<file path="config.mk">
export PLATFORM = sky130hd
export DESIGN_NAME = dvp_camera_emulator_flat
export DESIGN_NICKNAME = d
export VERILOG_FILES = /design/src/rtl/dvp_pkg.sv /design/src/rtl/dvp_camera_emulator_if.sv /design/src/rtl/dvp_pattern_gen.sv /design/src/rtl/dvp_camera_emulator.sv /design/src/flat_wrapper.sv
export SDC_FILE = /design/constraint.sdc
export NUM_CORES = 1
export LEC_CHECK = 0
export CAP_MARGIN = 10
export CORE_MARGIN = 5
export CORE_UTILIZATION = 60
export CTS_BUF_LIST = sky130_fd_sc_hd__clkbuf_4
export CTS_CLUSTER_SIZE = 8
export DETAILED_ROUTE_END_ITERATION = 6
export PLACE_DENSITY = 0.85
export REMOVE_ABC_BUFFERS = 1
export SLEW_MARGIN = 10
export SYNTH_ARGS = -nofsm -noshare
export SYNTH_HDL_FRONTEND = slang
export SYNTH_HIERARCHICAL = 1
export SYNTH_SLANG_ARGS = --single-unit
</file>
<file path="constraint.sdc">
create_clock -name clk -period 4.5 [get_ports clk]
set_input_delay 1.125 -clock clk [delete_from_list [all_inputs] [get_ports clk]]
set_output_delay 1.125 -clock clk [all_outputs]
set_load 0.01 [all_outputs]
</file>
<file path="src/rtl/dvp_pkg.sv">
// Shared types and default timing for the DVP camera emulator.
// Imported by the top, the pattern generator and the bench.
package dvp_pkg;

  typedef enum logic [2:0] {
    ST_IDLE,
    ST_VSYNC,
    ST_VBP,
    ST_ACTIVE,
    ST_VFP
  } state_e;

  typedef enum logic [1:0] {
    PAT_GRAD  = 2'd0,
    PAT_CONST = 2'd1,
    PAT_RAMP  = 2'd2,
    PAT_CHECK = 2'd3
  } pat_e;

  localparam int DEF_H_ACTIVE    = 160;
  localparam int DEF_V_ACTIVE    = 120;
  localparam int DEF_H_BLANK     = 144;
  localparam int DEF_VSYNC_LINES = 3;
  localparam int DEF_V_BP        = 17;
  localparam int DEF_V_FP        = 10;

  function automatic int lineBytes(
    input int hActive,
    input int hBlank
  );
    return hBlank + 2 * hActive;
  endfunction

endpackage

</file>
<file path="src/rtl/dvp_camera_emulator_if.sv">
// DVP bus as seen between camera (master) and capture path (slave).
// Signal names follow the OV7670 pin names.
interface dvp_camera_emulator_if;

  logic       PCLK;
  logic       VSYNC;
  logic       HREF;
  logic [7:0] DataBus;

  modport master (
    output PCLK,
    output VSYNC,
    output HREF,
    output DataBus
  );

  modport slave (
    input PCLK,
    input VSYNC,
    input HREF,
    input DataBus
  );

endinterface

</file>
<file path="src/rtl/dvp_pattern_gen.sv">
// Combinational RGB565 test-pattern byte generator.
// lowByte selects the second (low) byte of the current pixel.
module dvp_pattern_gen
  import dvp_pkg::*;
(
  input  pat_e       pattern,
  input  logic [7:0] row,
  input  logic [7:0] col,
  input  logic       lowByte,
  input  logic [7:0] rampIdx,
  output logic [7:0] pixByte
);

  logic chkOn;

  assign chkOn = col[3] ^ row[3];

  always_comb begin
    pixByte = 8'h00;
    unique case (pattern)
      PAT_GRAD:  pixByte = lowByte ? row : col;
      PAT_CONST: pixByte = lowByte ? 8'h55 : 8'hAA;
      PAT_RAMP:  pixByte = rampIdx;
      PAT_CHECK: pixByte = {8{chkOn}};
    endcase
  end

endmodule

</file>
<file path="src/rtl/dvp_camera_emulator.sv">
// OV7670-style DVP source: PCLK = clk/2, VSYNC/HREF framing, RGB565 patterns.
// Outputs are registered and only move on PCLK falling edges.
module dvp_camera_emulator
  import dvp_pkg::*;
#(
  parameter int H_ACTIVE    = DEF_H_ACTIVE,
  parameter int V_ACTIVE    = DEF_V_ACTIVE,
  parameter int H_BLANK     = DEF_H_BLANK,
  parameter int VSYNC_LINES = DEF_VSYNC_LINES,
  parameter int V_BP        = DEF_V_BP,
  parameter int V_FP        = DEF_V_FP
) (
  input  logic                 clk,
  input  logic                 rst_n,
  input  logic                 enable,
  input  logic [1:0]           pattern_sel,
  dvp_camera_emulator_if.master cam,
  output logic                 frame_done,
  output logic [7:0]           frame_count
);

  localparam int LINE_BYTES = lineBytes(H_ACTIVE, H_BLANK);

  localparam logic [15:0] LAST_BYTE = 16'(LINE_BYTES - 1);
  localparam logic [15:0] HB        = 16'(H_BLANK);
  localparam logic [15:0] VS_LAST   = 16'(VSYNC_LINES - 1);
  localparam logic [15:0] VBP_LAST  = 16'(V_BP - 1);
  localparam logic [15:0] ACT_LAST  = 16'(V_ACTIVE - 1);
  localparam logic [15:0] VFP_LAST  = 16'(V_FP - 1);

  state_e      state;
  state_e      stateNxt;
  pat_e        pattern;
  pat_e        patNxt;
  logic        pclkQ;
  logic [15:0] byteCnt;
  logic [15:0] byteNxt;
  logic [15:0] lineCnt;
  logic [15:0] lineNxt;
  logic [7:0]  rampIdx;
  logic [7:0]  rampNxt;
  logic        doneNxt;
  logic [7:0]  countNxt;
  logic        lastByte;

  logic        vsyncQ;
  logic        hrefQ;
  logic [7:0]  dataQ;
  logic        vsyncNxt;
  logic        hrefNxt;
  logic [8:0]  offNxt;
  logic [7:0]  genByte;

  assign lastByte = (byteCnt == LAST_BYTE);

  always_comb begin
    stateNxt = state;
    patNxt   = pattern;
    byteNxt  = byteCnt;
    lineNxt  = lineCnt;
    rampNxt  = rampIdx;
    doneNxt  = 1'b0;
    countNxt = frame_count;
    if (pclkQ && state != ST_IDLE) begin
      byteNxt = lastByte ? 16'd0 : byteCnt + 16'd1;
      lineNxt = lastByte ? lineCnt + 16'd1 : lineCnt;
      rampNxt = rampIdx + {7'd0, hrefQ};
    end
    if (pclkQ) begin
      unique case (state)
        ST_IDLE: begin
          if (enable) begin
            stateNxt = ST_VSYNC;
            patNxt   = pat_e'(pattern_sel);
            rampNxt  = 8'd0;
          end
        end
        ST_VSYNC: begin
          if (lastByte && lineCnt == VS_LAST) begin
            stateNxt = ST_VBP;
            lineNxt  = 16'd0;
          end
        end
        ST_VBP: begin
          if (lastByte && lineCnt == VBP_LAST) begin
            stateNxt = ST_ACTIVE;
            lineNxt  = 16'd0;
          end
        end
        ST_ACTIVE: begin
          if (lastByte && lineCnt == ACT_LAST) begin
            stateNxt = ST_VFP;
            lineNxt  = 16'd0;
          end
        end
        ST_VFP: begin
          if (lastByte && lineCnt == VFP_LAST) begin
            doneNxt  = 1'b1;
            countNxt = frame_count + 8'd1;
            lineNxt  = 16'd0;
            rampNxt  = 8'd0;
            // Back-to-back frames re-latch the pattern here
            if (enable) begin
              stateNxt = ST_VSYNC;
              patNxt   = pat_e'(pattern_sel);
            end else begin
              stateNxt = ST_IDLE;
            end
          end
        end
      endcase
    end
  end

  assign vsyncNxt = (stateNxt == ST_VSYNC);
  assign hrefNxt  = (stateNxt == ST_ACTIVE) && (byteNxt >= HB);
  assign offNxt   = 9'(byteNxt - HB);

  dvp_pattern_gen u_gen (
    .pattern (patNxt),
    .row     (lineNxt[7:0]),
    .col     (offNxt[8:1]),
    .lowByte (offNxt[0]),
    .rampIdx (rampNxt),
    .pixByte (genByte)
  );

  always_ff @(posedge clk or negedge rst_n) begin
    if (!rst_n) begin
      pclkQ       <= 1'b0;
      state       <= ST_IDLE;
      pattern     <= PAT_GRAD;
      byteCnt     <= 16'd0;
      lineCnt     <= 16'd0;
      rampIdx     <= 8'd0;
      frame_done  <= 1'b0;
      frame_count <= 8'd0;
      vsyncQ      <= 1'b0;
      hrefQ       <= 1'b0;
      dataQ       <= 8'd0;
    end else begin
      pclkQ       <= ~pclkQ;
      state       <= stateNxt;
      pattern     <= patNxt;
      byteCnt     <= byteNxt;
      lineCnt     <= lineNxt;
      rampIdx     <= rampNxt;
      frame_done  <= doneNxt;
      frame_count <= countNxt;
      vsyncQ      <= vsyncNxt;
      hrefQ       <= hrefNxt;
      dataQ       <= hrefNxt ? genByte : 8'd0;
    end
  end

  assign cam.PCLK    = pclkQ;
  assign cam.VSYNC   = vsyncQ;
  assign cam.HREF    = hrefQ;
  assign cam.DataBus = dataQ;

endmodule

</file>
<file path="src/flat_wrapper.sv">
// flat-port wrapper written by rule: the top's interface ports become plain ports
module dvp_camera_emulator_flat import dvp_pkg::*;
#(
  parameter int H_ACTIVE    = DEF_H_ACTIVE,
  parameter int V_ACTIVE    = DEF_V_ACTIVE,
  parameter int H_BLANK     = DEF_H_BLANK,
  parameter int VSYNC_LINES = DEF_VSYNC_LINES,
  parameter int V_BP        = DEF_V_BP,
  parameter int V_FP        = DEF_V_FP
)
  (clk, rst_n, enable, pattern_sel, frame_done, frame_count, cam_PCLK, cam_VSYNC, cam_HREF, cam_DataBus);
  dvp_camera_emulator_if cam_i ();
  input  logic clk;
  input  logic rst_n;
  input  logic enable;
  input  logic [1:0] pattern_sel;
  output logic frame_done;
  output logic [7:0] frame_count;
  output wire logic [$bits(cam_i.PCLK)-1:0] cam_PCLK;
  output wire logic [$bits(cam_i.VSYNC)-1:0] cam_VSYNC;
  output wire logic [$bits(cam_i.HREF)-1:0] cam_HREF;
  output wire logic [$bits(cam_i.DataBus)-1:0] cam_DataBus;
  assign cam_PCLK = cam_i.PCLK;
  assign cam_VSYNC = cam_i.VSYNC;
  assign cam_HREF = cam_i.HREF;
  assign cam_DataBus = cam_i.DataBus;
  dvp_camera_emulator #(.H_ACTIVE(H_ACTIVE), .V_ACTIVE(V_ACTIVE), .H_BLANK(H_BLANK), .VSYNC_LINES(VSYNC_LINES), .V_BP(V_BP), .V_FP(V_FP)) u_core (.clk(clk), .rst_n(rst_n), .enable(enable), .pattern_sel(pattern_sel), .cam(cam_i), .frame_done(frame_done), .frame_count(frame_count));
endmodule
</file>
==> impl_metrics.env, run 1 <==
export IMPL_seq_area_frac_synth=0.421
export IMPL_grt_pass1_wl_um=14300
export IMPL_dpl_instance_area_um2=4150
export IMPL_grt_remaining_overflow=0
export IMPL_required_ns=4.77
export IMPL_drc=0
export IMPL_io_buffers=24
export IMPL_cts_tree="built"
export IMPL_postCtsSetupBuffers=0
export IMPL_cts_sinks=65
export IMPL_num_vias=3079
export IMPL_tns_ns=0
export IMPL_design_area_um2=4280
export IMPL_cts_htree_levels=3
export IMPL_maxSlewViolCount=0
export IMPL_nets=428
export IMPL_core_um2=6310
export IMPL_peakVddDrop_uv=232
export IMPL_die_h_um=90.2
export IMPL_antenna_found_initial=0
export IMPL_synthTopCellsByArea="dfrtp_1 (42%), xnor2_1 (5.9%), xor2_1 (4.3%)"
export IMPL_hold_violations=0
export IMPL_wire_per_inst_um=17.2
export IMPL_grt_setup_unrepaired="false"
export IMPL_vias_per_cell=6.23
export IMPL_synth_top_area_share=0.421
export IMPL_initial_core_util=0.612
export IMPL_num_io_pins=25
export IMPL_synth_edff_count=0
export IMPL_cp_cell_sequence="o31ai_4, buf_4, nor2_1, nand3_1, xor2_1, ha_1, a221o_1, a21oi_1, xnor2_1, mux2_2, mux2i_1, o21ai_1, nand4_1, a21oi_1"
export IMPL_grt_max_degree=36
export IMPL_dieWidth_um=90.2
export IMPL_cpPeakStageDelay_ns=0.71
export IMPL_max_freq_mhz=286
export IMPL_first_pass_iters=5
export IMPL_drt_wl_total_um=8490
export IMPL_syn_area_um2=3860
export IMPL_synth_cells=386
export IMPL_outcome="complete, no violations"
export IMPL_drt_iter0_markers=178
export IMPL_ys_ff_latch=65
export IMPL_clock_latency_ns=0.41
export IMPL_clk_pin_slew_worst_paths_ns=0.11
export IMPL_hp_class="reg -> reg"
export IMPL_grt_usage=0.218
export IMPL_grt_pass1_vias=3104
export IMPL_clk_path_buf_depth=2
export IMPL_synth_most_common_cell="dfrtp_1"
export IMPL_setup_worst_path_class="reg -> reg"
export IMPL_cp_start_kind="flop"
export IMPL_synth_commonest_cells="dfrtp_1 (65), nor2_1 (36), nand2_1 (31), xnor2_1 (26), nand4_1 (22)"
export IMPL_hpwl_um=6210
export IMPL_setup_viol=0
export IMPL_end_kind="flop"
export IMPL_syn_avg_cell_area_um2=10.0
export IMPL_fin_crit_sh=0.776
export IMPL_synth_flop_cell="dfrtp_1"
export IMPL_fp_dieArea_um2=8140
export IMPL_ant_nets=0
export IMPL_critPathMaxFanout=16
export IMPL_gp_congestion=0.847
export IMPL_ctsResizeCount=0
export IMPL_ys_async_sr_fraction=1.00
export IMPL_placed_cells=479
export IMPL_layout_min_cycle_time_ns=3.49
export IMPL_p_leak_nw=1.91
export IMPL_fin_util=0.677
export IMPL_power_density_nw_per_um2=231
export IMPL_fin_worst_skew_ns=0.0159
export IMPL_rows=29
export IMPL_antenna_cells=0
export IMPL_yosysUniqueCellTypes=70
export IMPL_crit_slowest_cell="dfrtp_1"
export IMPL_hold_buffers=0
export IMPL_yosysWarnings=6
export IMPL_critPathArrivalTime_ns=3.76
export IMPL_power_mw=0.988
export IMPL_relSlewSlack=0.558
export IMPL_cts_buffers=9
export IMPL_cts_root_buf="clkbuf_4"
export IMPL_cp_common_cell="a21oi_1"
export IMPL_cap_violations=0
export IMPL_synth_largest_area_cell="dfrtp_1"
export IMPL_layout_drive_gt1_share=0.127
export IMPL_tightest_slew_ns=0.663
export IMPL_fin_cells=494
export IMPL_area_growth_pct=10.7
[area by class of cell]
class                           instances  area (um^2)
Multi-Input combinational cell        292         2090
Fill cell                             494         2040
Sequential cell                        65         1630
Timing Repair Buffer                   29          273
Tap cell                               77         96.3
Clock buffer                           11         82.6
Inverter                               16         62.6
Clock inverter                          4         45.0
[logic make-up after synthesis]
group                      Yosys count  share of synthesized area
adders and majority gates           10                     0.0324
buffers and inverters               29                     0.0376
xor gates and xnor gates            45                      0.102
DFF                                 65                      0.421
muxes                               16                     0.0486
and+or+nand+nor                    160                      0.245
AOI/OAI and AO/OA                   61                      0.113
[worst paths after layout]
path	from	to	slack, ns	cells past startpoint
worst max-delay path	u_core/state[1]	u_core/cam.DataBus[7]	1.01	14
worst min-delay path	u_core/frame_count[7]	u_core/frame_count[7]	0.48	1
worst max register to register	u_core/state[1]	u_core/cam.DataBus[7]	1.01	14
worst min register to register	u_core/frame_count[7]	u_core/frame_count[7]	0.48	1
max in group asynchronous	rst_n	u_core/cam.DataBus[4]	2.86	2
min in group asynchronous	rst_n	u_core/frame_count[7]	0.74	1
[registers in the layout (all words and copies together) (netlist names)]
register / cells
u_core/cam.DataBus: 8
u_core/pattern: 2
u_core/cam.HREF: 1
u_core/lineCnt: 16
u_core/cam.VSYNC: 1
u_core/cam.PCLK: 1
u_core/state: 3
u_core/rampIdx: 8
u_core/frame_count: 8
u_core/byteCnt: 16
u_core/frame_done: 1
[per-layer routing]
| metal | track usage | share of wire | vias to the layer above |
|---|---|---|---|
| li1 | - | - | 1440 |
| met1 | 0.274 | 0.41 | 1481 |
| met2 | 0.351 | 0.50 | 130 |
| met3 | 0.0392 | 0.058 | 28 |
| met4 | 0.127 | 0.033 | 0 |
| met5 | 0 | 0 | - |
[worst max-delay path, delay by kind of cell, from the launching register on]
family / cells / cell delay (ns)
AO/OA/AOI/OAI: 5 / 0.96
AND/OR/NAND/NOR: 3 / 0.38
multiplexers: 2 / 0.49
XOR/XNOR: 2 / 0.35
adder cells (fa/ha/maj): 1 / 0.26
buffers and inverters: 1 / 0.22
flip-flops: 1 / 0.71
[through the flow]
stage	setup slack (ns)	hold WS (ns)
floorplan	1.45	0.447
global placement	1.04	0.460
detailed placement	0.988	0.462
CTS	1.06	0.482
global route	0.749	0.511
finish	1.01	0.476
[placed cells by master (no fill, tap or decap), drive strengths merged, types with 2 or more instances in the layout]
cell | synthesis | final
a21boi | 2 | 2
a21oi | 19 | 19
a31oi | 2 | 2
a32oi | 2 | 2
and2 | 2 | 2
and3 | 10 | 10
and3b | 3 | 3
and4 | 3 | 3
buf | 12 | 6
clkbuf | 1 | 11
clkdlybuf4s50 | 0 | 23
clkinv | 0 | 2
dfrtp | 65 | 65
ha | 10 | 10
inv | 16 | 16
mux2 | 10 | 10
mux2i | 6 | 6
nand2 | 32 | 32
nand2b | 2 | 2
nand3 | 12 | 12
nand4 | 23 | 23
nor2 | 36 | 36
nor3 | 15 | 15
nor3b | 2 | 2
nor4 | 9 | 9
o211ai | 3 | 3
o21ai | 15 | 15
o22ai | 2 | 2
o31a | 2 | 2
o32ai | 2 | 2
or2 | 2 | 2
or3 | 2 | 2
xnor2 | 26 | 26
xor2 | 19 | 19
[where the power goes]
group          internal, mW  switching [mW]
registers             0.587         0.00284
logic               0.00640          0.0169
clock network         0.176           0.199
Power figures use the tool's default switching activity.
==> run 2, diff against run 1 <==
--- a/config.mk
+++ b/config.mk
@@ -7,11 +7,11 @@
 export LEC_CHECK = 0
 export CAP_MARGIN = 10
 export CORE_MARGIN = 5
-export CORE_UTILIZATION = 60
+export CORE_UTILIZATION = 56
 export CTS_BUF_LIST = sky130_fd_sc_hd__clkbuf_4
 export CTS_CLUSTER_SIZE = 8
 export DETAILED_ROUTE_END_ITERATION = 6
-export PLACE_DENSITY = 0.85
+export PLACE_DENSITY = 0.83
 export REMOVE_ABC_BUFFERS = 1
 export SLEW_MARGIN = 10
 export SYNTH_ARGS = -nofsm -noshare
==> constraint.sdc (replaced) <==
create_clock -name clk -period 2.95 [get_ports clk]
set_input_delay 0.7375 -clock clk [delete_from_list [all_inputs] [get_ports clk]]
set_output_delay 0.7375 -clock clk [all_outputs]
set_load 0.01 [all_outputs]
==> impl_metrics.env, run 2 (synthesis gave the netlist of run 1 again) <==
export IMPL_rows=30
export IMPL_drt_wl_total_um=8930
export IMPL_die_h_um=93.0
export IMPL_cpPeakStageDelay_ns=0.38
export IMPL_core_um2=6760
export IMPL_hp_class="reg -> reg"
export IMPL_hold_violations=0
export IMPL_critPathMaxFanout=13
export IMPL_cp_top_family="simple AND/OR/NAND/NOR gates"
export IMPL_outcome="complete, no violations"
export IMPL_required_ns=3.24
export IMPL_setup_slack_ns=0.0973
export IMPL_vias_per_cell=5.96
export IMPL_clk_path_buf_depth=2
export IMPL_final_common_cell="dfrtp_1"
export IMPL_antenna_found_initial=0
export IMPL_cts_htree_levels=3
export IMPL_fp_dieArea_um2=8660
export IMPL_layout_drive_gt1_share=0.225
export IMPL_ant_nets=0
export IMPL_relSlewSlack=0.462
export IMPL_grt_setup_unrepaired="true"
export IMPL_max_freq_mhz=351
export IMPL_area_growth_pct=20.0
export IMPL_dieWidth_um=93.0
export IMPL_power_density_nw_per_um2=348
export IMPL_num_io_pins=25
export IMPL_drc=0
export IMPL_layout_area_seq_um2=1630
export IMPL_cp_common_cell="and3_4"
export IMPL_grt_usage=0.216
export IMPL_placed_cells=516
export IMPL_dpl_instance_area_um2=4410
export IMPL_critPathArrivalTime_ns=3.14
export IMPL_grt_pass1_wl_um=14600
export IMPL_post_place_ws_ns=-0.0269
export IMPL_setup_viol=0
export IMPL_timing_hold_ws_ns=0.474
export IMPL_maxSlewViolCount=0
export IMPL_layout_min_cycle_time_ns=2.85
export IMPL_cap_violations=0
export IMPL_nets=464
export IMPL_fillers=504
export IMPL_cts_sinks=65
export IMPL_grt_remaining_overflow=0
export IMPL_gp_congestion=0.889
export IMPL_io_buffers=24
export IMPL_cp_cell_sequence="ha_1, and3_4, and4_1, and3_4, nand2_4, a2111oi_4, mux2_1, buf_4, o21ai_0, o32ai_2, nand4_1, a21oi_1"
export IMPL_cp_start_kind="flop"
export IMPL_crit_slowest_cell="dfrtp_1"
export IMPL_first_pass_iters=5
export IMPL_end_kind="flop"
export IMPL_reg_largest_list="u_core/byteCnt (16), u_core/lineCnt (16)"
export IMPL_hpwl_um=6620
export IMPL_antenna_cells=0
export IMPL_multi_input_area_um2=2140
export IMPL_fin_cells=534
export IMPL_p_leak_nw=2.12
export IMPL_design_area_um2=4630
export IMPL_cts_root_buf="clkbuf_4"
export IMPL_tightest_slew_ns=0.806
export IMPL_grt_pass1_vias=3148
export IMPL_path_buf_inv=1
export IMPL_num_vias=3181
export IMPL_cts_tree="built"
export IMPL_peakVddDrop_uv=319
export IMPL_setup_worst_path_class="reg -> reg"
export IMPL_initial_core_util=0.571
export IMPL_final_cell_mix="dfrtp_1 (65), buf_4 (41), nor2_1 (36)"
export IMPL_fin_worst_skew_ns=0.0153
export IMPL_wire_per_inst_um=16.7
export IMPL_grt_max_degree=66
export IMPL_cts_buffers=9
export IMPL_fin_crit_sh=0.967
export IMPL_drt_iter0_markers=221
export IMPL_clock_latency_ns=0.41
export IMPL_clk_pin_slew_worst_paths_ns=0.10
-- run 2: per-layer routing --
layer  track usage  part of all wire
met5             0                 0
met4         0.118             0.031
met3        0.0394             0.049
met2         0.359              0.49
met1         0.264              0.43
-- run 2: worst reg2reg max path, delay by kind of cell, from the launching register on --
family / cells / cell delay, ns
AO/OA/AOI/OAI: 4 / 0.75
adder cells (fa/ha/maj): 1 / 0.19
buffers and inverters: 1 / 0.19
flip-flops: 1 / 0.38
multiplexers: 1 / 0.38
AND/OR/NAND/NOR: 5 / 0.86
-- run 2: worst paths after layout --
check                                 startpoint                    end  slack, ns  depth (start not counted)
min reg2reg                u_core/frame_count[7]  u_core/frame_count[7]       0.47                          1
max in group asynchronous                  rst_n      u_core/rampIdx[4]       1.93                          2
min in group asynchronous                  rst_n        u_core/state[0]       0.50                          2
min                        u_core/frame_count[7]  u_core/frame_count[7]       0.47                          1
max                            u_core/byteCnt[1]  u_core/cam.DataBus[4]        0.1                         12
max reg2reg                    u_core/byteCnt[1]  u_core/cam.DataBus[4]        0.1                         12
-- run 2: cell type report --
class / count / area share
clock buffers: 12 / 0.0194
flip-flops and latches: 65 / 0.351
multi-input cells: 292 / 0.463
clock inverters: 4 / 0.0146
well taps: 80 / 0.0216
inverters: 16 / 0.0135
repair buffers: 65 / 0.117
-- run 2: what timing repair did --
action,CTS,global route
resized for setup,1,13
pin swaps,0,6
setup endpoints to repair,1,9
hold endpoints to repair,0,0
buffers inserted,0,2
hold buffers,0,0
-- run 2: power breakdown --
part           internal (mW)  leakage (nW)  switching [mW]  total (mW)
Combinational         0.0107          1.17          0.0266      0.0373
Sequential             0.896         0.865         0.00467       0.901
Clock                  0.368        0.0866           0.307       0.675
Total                   1.27          2.12           0.338        1.61
-- run 2: per-stage QoR --
step / setup TNS, ns / total power [mW] / utilization
floorplan: -0.133 / 0.927 / -
global placement: 0 / 0.955 / 0.652
detailed placement: -0.0380 / 0.957 / 0.652
CTS: 0 / 1.63 / 0.676
global route: -0.0869 / 1.68 / 0.686
finish: 0 / 1.61 / 0.686
==> run 3, diff against run 2 <==
--- a/config.mk
+++ b/config.mk
@@ -7,11 +7,10 @@
 export LEC_CHECK = 0
 export CAP_MARGIN = 10
 export CORE_MARGIN = 5
-export CORE_UTILIZATION = 56
-export CTS_BUF_LIST = sky130_fd_sc_hd__clkbuf_4
+export CORE_UTILIZATION = 54
 export CTS_CLUSTER_SIZE = 8
 export DETAILED_ROUTE_END_ITERATION = 6
-export PLACE_DENSITY = 0.83
+export PLACE_DENSITY = 0.81
 export REMOVE_ABC_BUFFERS = 1
 export SLEW_MARGIN = 10
 export SYNTH_ARGS = -nofsm -noshare
==> impl_metrics.env, run 3 (synthesis gave the netlist of run 1 again) <==
export IMPL_io_buffers=24
export IMPL_max_freq_mhz=337
export IMPL_tightest_slew_ns=0.712
export IMPL_fin_crit_sh=1.01
export IMPL_clk_path_buf_depth=2
export IMPL_clock_latency_ns=0.33
export IMPL_final_cell_mix="dfrtp_1 (64), buf_4 (46), nor2_1 (32)"
export IMPL_clk_pin_slew_worst_paths_ns=0.07
export IMPL_peakVddDrop_uv=369
export IMPL_cp_start_kind="flop"
export IMPL_fin_worst_skew_ns=0.00834
export IMPL_cp_common_cell="and3_4"
export IMPL_setup_slack_ns=-0.0201
export IMPL_required_ns=3.17
export IMPL_wire_per_inst_um=17.3
export IMPL_hold_violations=0
export IMPL_antenna_found_initial=0
export IMPL_cp_num_cells=12
export IMPL_antenna_cells=0
export IMPL_crit_slowest_cell="a2111oi_4"
export IMPL_grt_max_degree=37
export IMPL_cp_cell_sequence="ha_2, and3_4, and4_4, and3_4, nand2_4, a2111oi_4, mux2_4, buf_8, o21ai_0, o32ai_1, nand4_1, a21oi_1"
export IMPL_drt_wl_total_um=9680
export IMPL_grt_remaining_overflow=0
export IMPL_fp_dieArea_um2=8940
export IMPL_num_vias=3276
export IMPL_path_buf_inv=1
export IMPL_initial_core_util=0.562
export IMPL_cap_violations=0
export IMPL_layout_min_cycle_time_ns=2.97
export IMPL_cts_root_buf="clkbuf_8"
export IMPL_grt_pass1_wl_um=15500
export IMPL_cts_buffers=9
export IMPL_r2r_end="u_core/cam.DataBus[3]"
export IMPL_first_pass_iters=5
export IMPL_fin_util=0.711
export IMPL_layout_area_seq_um2=1630
export IMPL_area_growth_pct=26.5
export IMPL_post_place_ws_ns=-0.180
export IMPL_violations="setup timing"
export IMPL_setup_viol=1
export IMPL_power_mw=1.77
export IMPL_outcome="finished with violations"
export IMPL_die_h_um=94.6
export IMPL_nets=473
export IMPL_critPathArrivalTime_ns=3.19
export IMPL_hp_class="in -> async"
export IMPL_rows=30
export IMPL_reg2reg_slack_ns=-0.02
export IMPL_drt_iter0_markers=274
export IMPL_grt_setup_unrepaired="true"
export IMPL_vias_per_cell=5.86
export IMPL_final_common_cell="dfrtp_1"
export IMPL_cts_sinks=65
export IMPL_power_density_nw_per_um2=363
export IMPL_num_io_pins=25
export IMPL_cpPeakStageDelay_ns=0.42
export IMPL_drc=0
export IMPL_grt_pass1_vias=3246
export IMPL_reg_largest_list="u_core/byteCnt (16), u_core/lineCnt (16)"
export IMPL_cts_htree_levels=3
export IMPL_relSlewSlack=0.525
export IMPL_multi_input_area_um2=2200
export IMPL_grt_usage=0.224
export IMPL_hpwl_um=6960
export IMPL_fillers=494
export IMPL_critPathMaxFanout=8
export IMPL_worstReg2RegStart="u_core/byteCnt[1]"
export IMPL_r2r_worst_path_cells=12
export IMPL_cp_top_family="compound AO/OA/AOI/OAI gates"
export IMPL_layout_drive_gt1_share=0.268
export IMPL_gp_congestion=0.940
export IMPL_p_leak_nw=2.20
export IMPL_hold_buffers=0
export IMPL_end_kind="flop"
export IMPL_dieWidth_um=94.6
export IMPL_setup_worst_path_class="reg -> reg"
export IMPL_ant_nets=0
export IMPL_core_um2=6870
export IMPL_cts_tree="built"
export IMPL_maxSlewViolCount=0
## run 3: how the worst max path moves through the flow
stage                            from                     to  slack, ns
finish              u_core/byteCnt[1]  u_core/cam.DataBus[3]      -0.02
CTS                 u_core/byteCnt[1]  u_core/cam.DataBus[4]       0.01
floorplan             u_core/state[1]  u_core/cam.DataBus[7]      -0.10
global route        u_core/lineCnt[8]  u_core/cam.DataBus[1]      -0.15
global placement               enable  u_core/cam.DataBus[4]      -0.06
detailed placement             enable  u_core/cam.DataBus[4]      -0.18
## run 3: worst register-to-register path: stages (launching register included)
cell	delay (ns)
dfrtp_1	0.40
ha_2	0.20
and3_4	0.21
and4_4	0.24
and3_4	0.21
nand2_4	0.05
a2111oi_4	0.42
mux2_4	0.38
buf_8	0.15
o21ai_0	0.26
o32ai_1	0.17
nand4_1	0.12
a21oi_1	0.05
## run 3: metal layers
metal | global-route usage | vias up | wire [um]
met5 | 0 | - | 0
met3 | 0.0478 | 25 | 473
li1 | - | 1534 | -
met1 | 0.273 | 1601 | 3890
met2 | 0.387 | 116 | 5050
met4 | 0.0865 | 0 | 275
## run 3: where the power goes
| part | internal, mW | total, mW | switching [mW] |
|---|---|---|---|
| registers | 0.896 | 0.901 | 0.00482 |
| logic | 0.0126 | 0.0392 | 0.0266 |
| clock network | 0.498 | 0.834 | 0.336 |
## run 3: what timing repair did
item / in CTS / in global routing
gates resized for setup: 11 / 26
setup endpoints to repair: 8 / 8
buffers inserted: 0 / 6
pin swaps: 5 / 10
## run 3: per-stage QoR
step / hold slack, ns / area, um^2 / TNS [ns] / instances
after floorplan: 0.442 / 3780 / -0.133 / 373
after global placement: 0.460 / 4480 / -0.0565 / 537
after detailed placement: 0.466 / 4480 / -0.376 / 537
after CTS: 0.464 / 4740 / 0 / 553
after global routing: 0.499 / 4880 / -0.907 / 559
final: 0.456 / 4880 / -0.0201 / 559
## run 3: layout make-up
cell class	count	area share
clock inverters	5	0.0161
repair buffers	74	0.132
well taps	96	0.0246
multi-input cells	292	0.451
inverters	16	0.0133
flip-flops and latches	65	0.333
clock buffers	11	0.0289
